**config.mk**
```make
export PLATFORM = sky130hd
export DESIGN_NAME = alu_result_bcd_conv
export DESIGN_NICKNAME = d
export VERILOG_FILES = /design/src/rtl/bcd_conv_pkg.sv /design/src/rtl/bcd_digit_adj.sv /design/src/rtl/alu_result_bcd_conv.sv
export SDC_FILE = /design/constraint.sdc
export NUM_CORES = 1
export LEC_CHECK = 0
export CAP_MARGIN = 20
export CORE_MARGIN = 2
export CORE_UTILIZATION = 30
export CTS_CLUSTER_SIZE = 30
export DETAILED_ROUTE_END_ITERATION = 8
export PLACE_DENSITY_LB_ADDON = 0.05
export SETUP_SLACK_MARGIN = 0.15
export SKIP_LAST_GASP = 1
export SYNTH_ARGS = -nofsm -noshare
export SYNTH_HDL_FRONTEND = slang
export SYNTH_SLANG_ARGS = --single-unit
```
**constraint.sdc**
```tcl
create_clock -name clk -period 4.9 [get_ports clk]
set_input_delay 0.49 -clock clk [delete_from_list [all_inputs] [get_ports clk]]
set_output_delay 0.49 -clock clk [all_outputs]
set_load 0.1 [all_outputs]
```
**src/rtl/bcd_conv_pkg.sv**
```systemverilog
// Shared types, constants and sizing helpers for the sequential binary-to-BCD converter.
package bcd_conv_pkg;

    typedef enum logic [1:0] {
        IDLE,
        SHIFT,
        DONE
    } conv_state_t;

    localparam logic [3:0] BCD_ADJ_THRESH = 4'd5;
    localparam logic [3:0] BCD_ADJ_ADD    = 4'd3;

    // Width of a down-counter that must hold the value DATA_WIDTH.
    function automatic int cnt_width(input int dw);
        return $clog2(dw + 1);
    endfunction

    // ceil(dw * log10(2)) using a fixed-point approximation of log10(2).
    function automatic int min_digits(input int dw);
        return (dw * 30103 + 99999) / 100000;
    endfunction

endpackage

```
**src/rtl/bcd_digit_adj.sv**
```systemverilog
// One double-dabble digit correction: add 3 to a BCD digit that is 5 or more.
module bcd_digit_adj
    import bcd_conv_pkg::*;
(
    input  logic [3:0] digit_in,
    output logic [3:0] digit_out
);

    assign digit_out = (digit_in >= BCD_ADJ_THRESH) ? (digit_in + BCD_ADJ_ADD) : digit_in;

endmodule

```
**src/rtl/alu_result_bcd_conv.sv**
```systemverilog
// Multi-cycle shift-and-add-3 converter from the ALU result word to BCD digits,
// with optional two's-complement sign handling and a leading-zero blanking mask.
module alu_result_bcd_conv
    import bcd_conv_pkg::*;
#(
    parameter int DATA_WIDTH = 32,
    parameter int N_DIGITS   = 10
) (
    input  logic                    clk,
    input  logic                    rst,
    input  logic                    start,
    input  logic                    signed_mode,
    input  logic [DATA_WIDTH-1:0]   bin_in,
    output logic                    busy,
    output logic                    done,
    output logic                    negative,
    output logic [4*N_DIGITS-1:0]   bcd_out,
    output logic [N_DIGITS-1:0]     blank
);

    localparam int CW = cnt_width(DATA_WIDTH);
    localparam int BW = 4 * N_DIGITS;
    localparam logic [N_DIGITS-1:0] BLANK_RESET = {{(N_DIGITS-1){1'b1}}, 1'b0};

    generate
        if (N_DIGITS < min_digits(DATA_WIDTH) || N_DIGITS < 2) begin : g_digits_check
            $error("alu_result_bcd_conv: N_DIGITS too small for DATA_WIDTH");
        end
    endgenerate

    conv_state_t            state_reg;
    logic [CW-1:0]          count_reg;
    logic [DATA_WIDTH-1:0]  mag_reg;
    logic [BW-1:0]          scratch_reg;
    logic                   neg_reg;

    logic                   bin_neg;
    logic [DATA_WIDTH-1:0]  mag_load;
    logic [BW-1:0]          adj;
    logic [BW-1:0]          scratch_next;
    logic [N_DIGITS-1:1]    digit_zero;
    logic [N_DIGITS-1:0]    blank_next;

    assign busy     = (state_reg != IDLE);
    assign bin_neg  = signed_mode & bin_in[DATA_WIDTH-1];
    assign mag_load = bin_neg ? (~bin_in + DATA_WIDTH'(1)) : bin_in;

    genvar gi;
    generate
        for (gi = 0; gi < N_DIGITS; gi++) begin : g_adj
            bcd_digit_adj u_adj (
                .digit_in  (scratch_reg[4*gi +: 4]),
                .digit_out (adj[4*gi +: 4])
            );
        end
    endgenerate

    assign scratch_next = {adj[BW-2:0], mag_reg[DATA_WIDTH-1]};

    // A digit is blanked only when it and every more significant digit are zero.
    generate
        for (gi = 1; gi < N_DIGITS; gi++) begin : g_blank
            assign digit_zero[gi] = (scratch_next[4*gi +: 4] == 4'd0);
            assign blank_next[gi] = &digit_zero[N_DIGITS-1:gi];
        end
    endgenerate
    assign blank_next[0] = 1'b0;

    always_ff @(posedge clk or posedge rst) begin
        if (rst) begin
            state_reg   <= IDLE;
            count_reg   <= '0;
            mag_reg     <= '0;
            scratch_reg <= '0;
            neg_reg     <= 1'b0;
            done        <= 1'b0;
            negative    <= 1'b0;
            bcd_out     <= '0;
            blank       <= BLANK_RESET;
        end else begin
            done <= 1'b0;
            case (state_reg)
                IDLE: begin
                    if (start) begin
                        mag_reg     <= mag_load;
                        neg_reg     <= bin_neg;
                        scratch_reg <= '0;
                        count_reg   <= CW'(DATA_WIDTH);
                        state_reg   <= SHIFT;
                    end
                end
                SHIFT: begin
                    // With enough digits the top digit never reaches 5, so nothing is shifted out.
                    assert (adj[BW-1] == 1'b0);
                    scratch_reg <= scratch_next;
                    mag_reg     <= mag_reg << 1;
                    count_reg   <= count_reg - CW'(1);
                    if (count_reg == CW'(1)) begin
                        bcd_out   <= scratch_next;
                        blank     <= blank_next;
                        negative  <= neg_reg;
                        done      <= 1'b1;
                        state_reg <= DONE;
                    end
                end
                DONE: begin
                    state_reg <= IDLE;
                end
                default: begin
                    state_reg <= IDLE;
                end
            endcase
        end
    end

endmodule

```
==> out/results.tsv, run 1 <==
metric	value	unit
Initial Util	0.306	
Slew Limit Fails	0	
RSZ-0062 raised after global routing	false	
# DRC	0	
VDD IR max	0.229	mV
Clk Latency, worst-skew pair	420	ps
CTS root buffer	clkbuf_16	
Syn Std Cell Area	6930	µm²
DRT Wirelength	17300	µm
Synth top area share	0.444	
most numerous cell in the Yosys netlist	o21ai_0	
sequential share of the synthesized area	0.478	
post-layout min period	2700	ps
CTS resizes	0	
max_cap viols	0	
core area	22600	µm²
Mapped Cells	752	
initial antenna violation count	0	
synthesized flop and latch total	132	
vias in the first global route	5647	
drt via density	5.04	
Slew headroom	0.301	
Top-Level Pins	89	
Flop pwr share	0.296	
CP Max Fanout	3	
FF-to-FF setup slack	2200	ps
Lkg Pwr	3.63	nW
final net count	884	
Internal Pwr Total	3.42	mW
Congestion Overflow GR	0	
estimated wirelength of the detail-placed design	11800	µm
Die Y	156	µm
FFs w/ async S/R, synth	1.00	
Layout area overhead	25.8	%
Worst-Margin Slew	1050	ps
n_diodes	0	
number of synthesized flops with an enable pin	0	
gr usage total	0.148	
critical path data required time	5260	ps
PortBufs	87	
Yosys cell types	51	
CTS tree	yes	
main flop type after synthesis	dfrtp_1	
pin count of the biggest net entering global routing	90	
routed via count	5657	
Post-CTS Hold Fix Bufs	0	
area of the die	24300	µm²
cell row count	55	
Clock Skews	7.01	ps
Psw	2.89	mW
# fillers	2240	
setup bufs post-CTS	0	
top post-synthesis cells by area	dfrtp_1 44%, o21ai_0 10%, nand2_1 5.3%, ha_1 4.2%, dfstp_2 3.4%	
first-pass GRT wire length	28600	µm
Post-synth top cells	138 x o21ai_0, 123 x dfrtp_1, 98 x nand2_1, 43 x a21oi_1, 38 x nand3_1	
CP Capture Type	flop	
largest area contributor in the netlist	dfrtp_1	
Setup TNS Final	0	ps
DR pass1 iterations	4	
Worst Hold Class	flop to flop	
H-tree lvl count	4	
CP arrival	3060	ps
clock sink total	132	
GP Congestion	0.795	
fin crit share	0.551	
fmax	370	MHz
Final Hold Fails	0	
status	finished, final reports clean	
setup violators final	0	
Worst setup SP type	flop	
Combinational Power Share	0.479	
Place WS	1880	ps
Ys Warns	0	
worst setup margin	2200	ps
CP Class	flop to flop	
drt initial violations	279	
Detail Route Antenna Nets	0	
clk slew on worst S/H paths	60	ps
synthesized area per cell	9.22	µm²
share of layout cells above drive strength 1	0.0847	
power per cell area	723	nW/µm²
WL/cell	15.4	µm
sw frac	0.458	
DIE WIDTH	156	µm
clock power share	0.225	
post-synth net total	811	
CTS Buf Count	17	
CTS max path bufs	2	
-- per-layer routing --
| layer | track usage | share of wire | wire, µm | vias up |
|---|---|---|---|---|
| li1 | - | - | - | 2818 |
| met1 | 0.195 | 0.49 | 8380 | 2713 |
| met2 | 0.239 | 0.46 | 7990 | 109 |
| met3 | 0.0350 | 0.038 | 654 | 17 |
| met4 | 0.0498 | 0.014 | 235 | 0 |
| met5 | 0 | 0 | 0 | - |
-- path summary, 6_finish.rpt --
kind | to | start | cells after the start
max | blank[1] | count_reg[1] | 8
min | blank[9] | blank[9] | 2
max reg2reg | blank[1] | count_reg[1] | 8
min reg2reg | blank[9] | blank[9] | 2
max in group asynchronous | blank[3] | rst | 3
min in group asynchronous | mag_reg[3] | rst | 2
-- area by class of cell --
type                    count  area, µm²  area share
multi-input cells         550       3360       0.385
clock inverters            13        205      0.0235
clock buffers              19        453      0.0519
well taps                 285        357      0.0409
repair buffers             94        923       0.106
flip-flops and latches    132       3310       0.380
inverters                  30        115      0.0132
-- cells in the final DEF, fill, tap and decap left out, drive strengths merged, types with 22 or more instances in the layout --
cell type      instances
dfrtp                123
o21ai                139
nand2                 98
inv                   30
a21oi                 43
xnor2                 25
clkdlybuf4s50         87
ha                    23
a22oi                 25
nor3                  22
nand3                 38
-- cell families after synthesis --
group | Yosys count | share of synthesized area
DFF | 132 | 0.478
buffers and inverters | 70 | 0.0411
AOI/OAI and AO/OA | 231 | 0.188
and+or+nand+nor | 240 | 0.176
adders and majority gates | 23 | 0.0415
other | 1 | 0.000541
xor gates and xnor gates | 35 | 0.0442
muxes | 20 | 0.0307
-- per-stage QoR --
stage	instance area [µm²]	total power, mW	hold WS (ps)	std cells	util
after floorplan	6930	4.15	439	752	-
after global placement	8070	4.87	450	1091	0.356
after detailed placement	8070	4.93	457	1091	0.356
after CTS	8720	6.39	466	1123	0.385
after global routing	8720	6.78	485	1123	0.385
final	8720	6.30	462	1123	0.385
-- critical path, stage by stage (launching register included) --
cell and delay (ps):
dfrtp_1 380, inv_1 80, ha_1 130, nor3b_1 390, nand3_4 100, a2111oi_1 620
nand4_1 230, nor4_1 510, a22o_1 210
-- power by group through the flow --
| stage | Combinational [mW] | Sequential [mW] | Clock (mW) |
|---|---|---|---|
| detailed placement | 3.05 | 1.89 | 0 |
| global route | 3.33 | 1.94 | 1.51 |
| global placement | 3.01 | 1.87 | 0 |
| finish | 3.02 | 1.87 | 1.42 |
| CTS | 3.06 | 1.87 | 1.46 |
| floorplan | 1.51 | 2.65 | 0 |
(Power assumes the default switching activity.)
==> inputs of run 2 (changes only) <==
==> constraint.sdc (replaced) <==
create_clock -name clk -period 2.32 [get_ports clk]
set_input_delay 0.232 -clock clk [delete_from_list [all_inputs] [get_ports clk]]
set_output_delay 0.232 -clock clk [all_outputs]
set_load 0.1 [all_outputs]
==> out/results.tsv, run 2 (synthesized netlist as in run 1, its figures left out) <==
metric	value	unit
critical path data required time	2670	ps
pin count of the biggest net entering global routing	90	
drt initial violations	215	
post-layout min period	2210	ps
gr usage total	0.152	
Clk Latency, worst-skew pair	410	ps
DIE WIDTH	156	µm
clk slew on worst S/H paths	60	ps
WL/cell	15.0	µm
CP Max Fanout	4	
max_cap viols	0	
fmax	453	MHz
Clock Skews	11.4	ps
fin crit share	0.952	
CP Class	flop to flop	
crit-path most repeated cell	buf_4	
Post-CTS Hold Fix Bufs	0	
cell row count	55	
clock sink total	132	
CP Capture Type	flop	
Slew Limit Fails	0	
CP arrival	2550	ps
RSZ-0062 raised after global routing	true	
power per cell area	1470	nW/µm²
Final Hold Fails	0	
Lkg Pwr	4.02	nW
CTS max path bufs	2	
# DRC	0	
Top-Level Pins	89	
estimated wirelength of the detail-placed design	12100	µm
n_diodes	0	
DR pass1 iterations	4	
cell area after placement	8310	µm²
Die Y	156	µm
Buf/Inv on CP	3	
fin cells	1186	
slowest stage delay, CP	380	ps
DRT Wirelength	17800	µm
Design Area, Final	9280	µm²
CP max-delay cell	dfrtp_1	
CTS Buf Count	17	
CP top delay family	simple AND/OR/NAND/NOR gates	
placed cell count	1132	
share of layout cells above drive strength 1	0.243	
drt via density	4.97	
initial antenna violation count	0	
Congestion Overflow GR	0	
GP Congestion	0.809	
status	finished, final reports clean	
CTS tree	yes	
core area	22600	µm²
Worst-Margin Slew	743	ps
VDD IR max	0.532	mV
vias in the first global route	5953	
first-pass GRT wire length	29800	µm
final net count	947	
setup violators final	0	
Initial Util	0.306	
area of the die	24300	µm²
Worst setup SP type	flop	
most frequent cells in the layout	136 x o21ai_0, 121 x dfrtp_1, 110 x buf_4, 96 x nand2_1	
CTS root buffer	clkbuf_16	
Layout area overhead	33.9	%
H-tree lvl count	4	
Worst Hold Class	input port to async pin	
crit-path cells	inv_2, ha_4, nand2b_4, nor3b_4, a2111oi_4, buf_4, nand4_1, nor4_2, buf_4, a22o_1	
PortBufs	87	
Detail Route Antenna Nets	0	
commonest non-fill, non-tap cell in the layout	o21ai_0	
Slew headroom	0.505	
routed via count	5890	
[run 2: cell count changes in the layout (fill, tap and decap cells not counted), sizes merged]
cell,previous run,this run
buf,7,121
clkdlybuf4s50,87,35
clkbuf,19,27
bufinv,5,1
clkinv,8,5
clkinvlp,0,1
inv,30,29
[run 2: what timing repair did]
item	4_1_cts	5_1_grt
buffers inserted	14	8
pin swaps	5	10
setup endpoints to repair	8	19
resized for setup	11	50
[run 2: tightest hold or removal path: cells and delay by family]
family / cells / cell delay [ps]
buf+inv: 3 / 850
[run 2: worst paths after layout]
kind | endpoint | from | depth (start not counted) | slack, ps
min in group clk | blank[9] | blank[9] | 2 | 450
max in group asynchronous | blank[1] | rst | 3 | 1640
min reg2reg | blank[9] | blank[9] | 2 | 450
min | bcd_out[30] | rst | 3 | 280
max reg2reg | blank[1] | scratch_reg[33] | 10 | 110
max | blank[1] | scratch_reg[33] | 10 | 110
[run 2: area by class of cell]
| cell class | instances | area [µm²] |
|---|---|---|
| Multi-Input combinational cell | 550 | 3600 |
| Timing Repair Buffer | 157 | 1350 |
| Sequential cell | 132 | 3320 |
| Clock buffer | 26 | 489 |
| Clock inverter | 6 | 55.1 |
| Tap cell | 285 | 357 |
| Fill cell | 2232 | 13400 |
| Inverter | 30 | 116 |
[run 2: per-stage QoR]
step / hold WS [ps] / power, mW / setup slack, ps / setup TNS, ps / utilization
6_report: 280 / 13.7 / 112 / 0 / 0.410
5_1_grt: 333 / 14.7 / -15.7 / -24.8 / 0.410
3_5_place_dp: 449 / 10.6 / -239 / -2420 / 0.367
3_3_place_gp: 447 / 10.5 / -222 / -1950 / 0.367
4_1_cts: 310 / 13.4 / 16.0 / 0 / 0.398
2_1_floorplan: 401 / 8.78 / 153 / 0 / -
[run 2: metal layers]
metal  vias up  share of wire  global-route usage  routed length (µm)
met3        14          0.030              0.0286                 532
met2       101           0.51               0.272                9180
li1       2929              -                   -                   -
met1      2846           0.45               0.189                7940
met4         0          0.010              0.0406                 186
met5         -              0                   0                   0
[run 2: report_power, final]
| group | switching, mW | internal [mW] |
|---|---|---|
| sequential | 0.771 | 3.23 |
| combinational | 4.58 | 2.56 |
| clock | 0.978 | 1.55 |
| total | 6.33 | 7.34 |
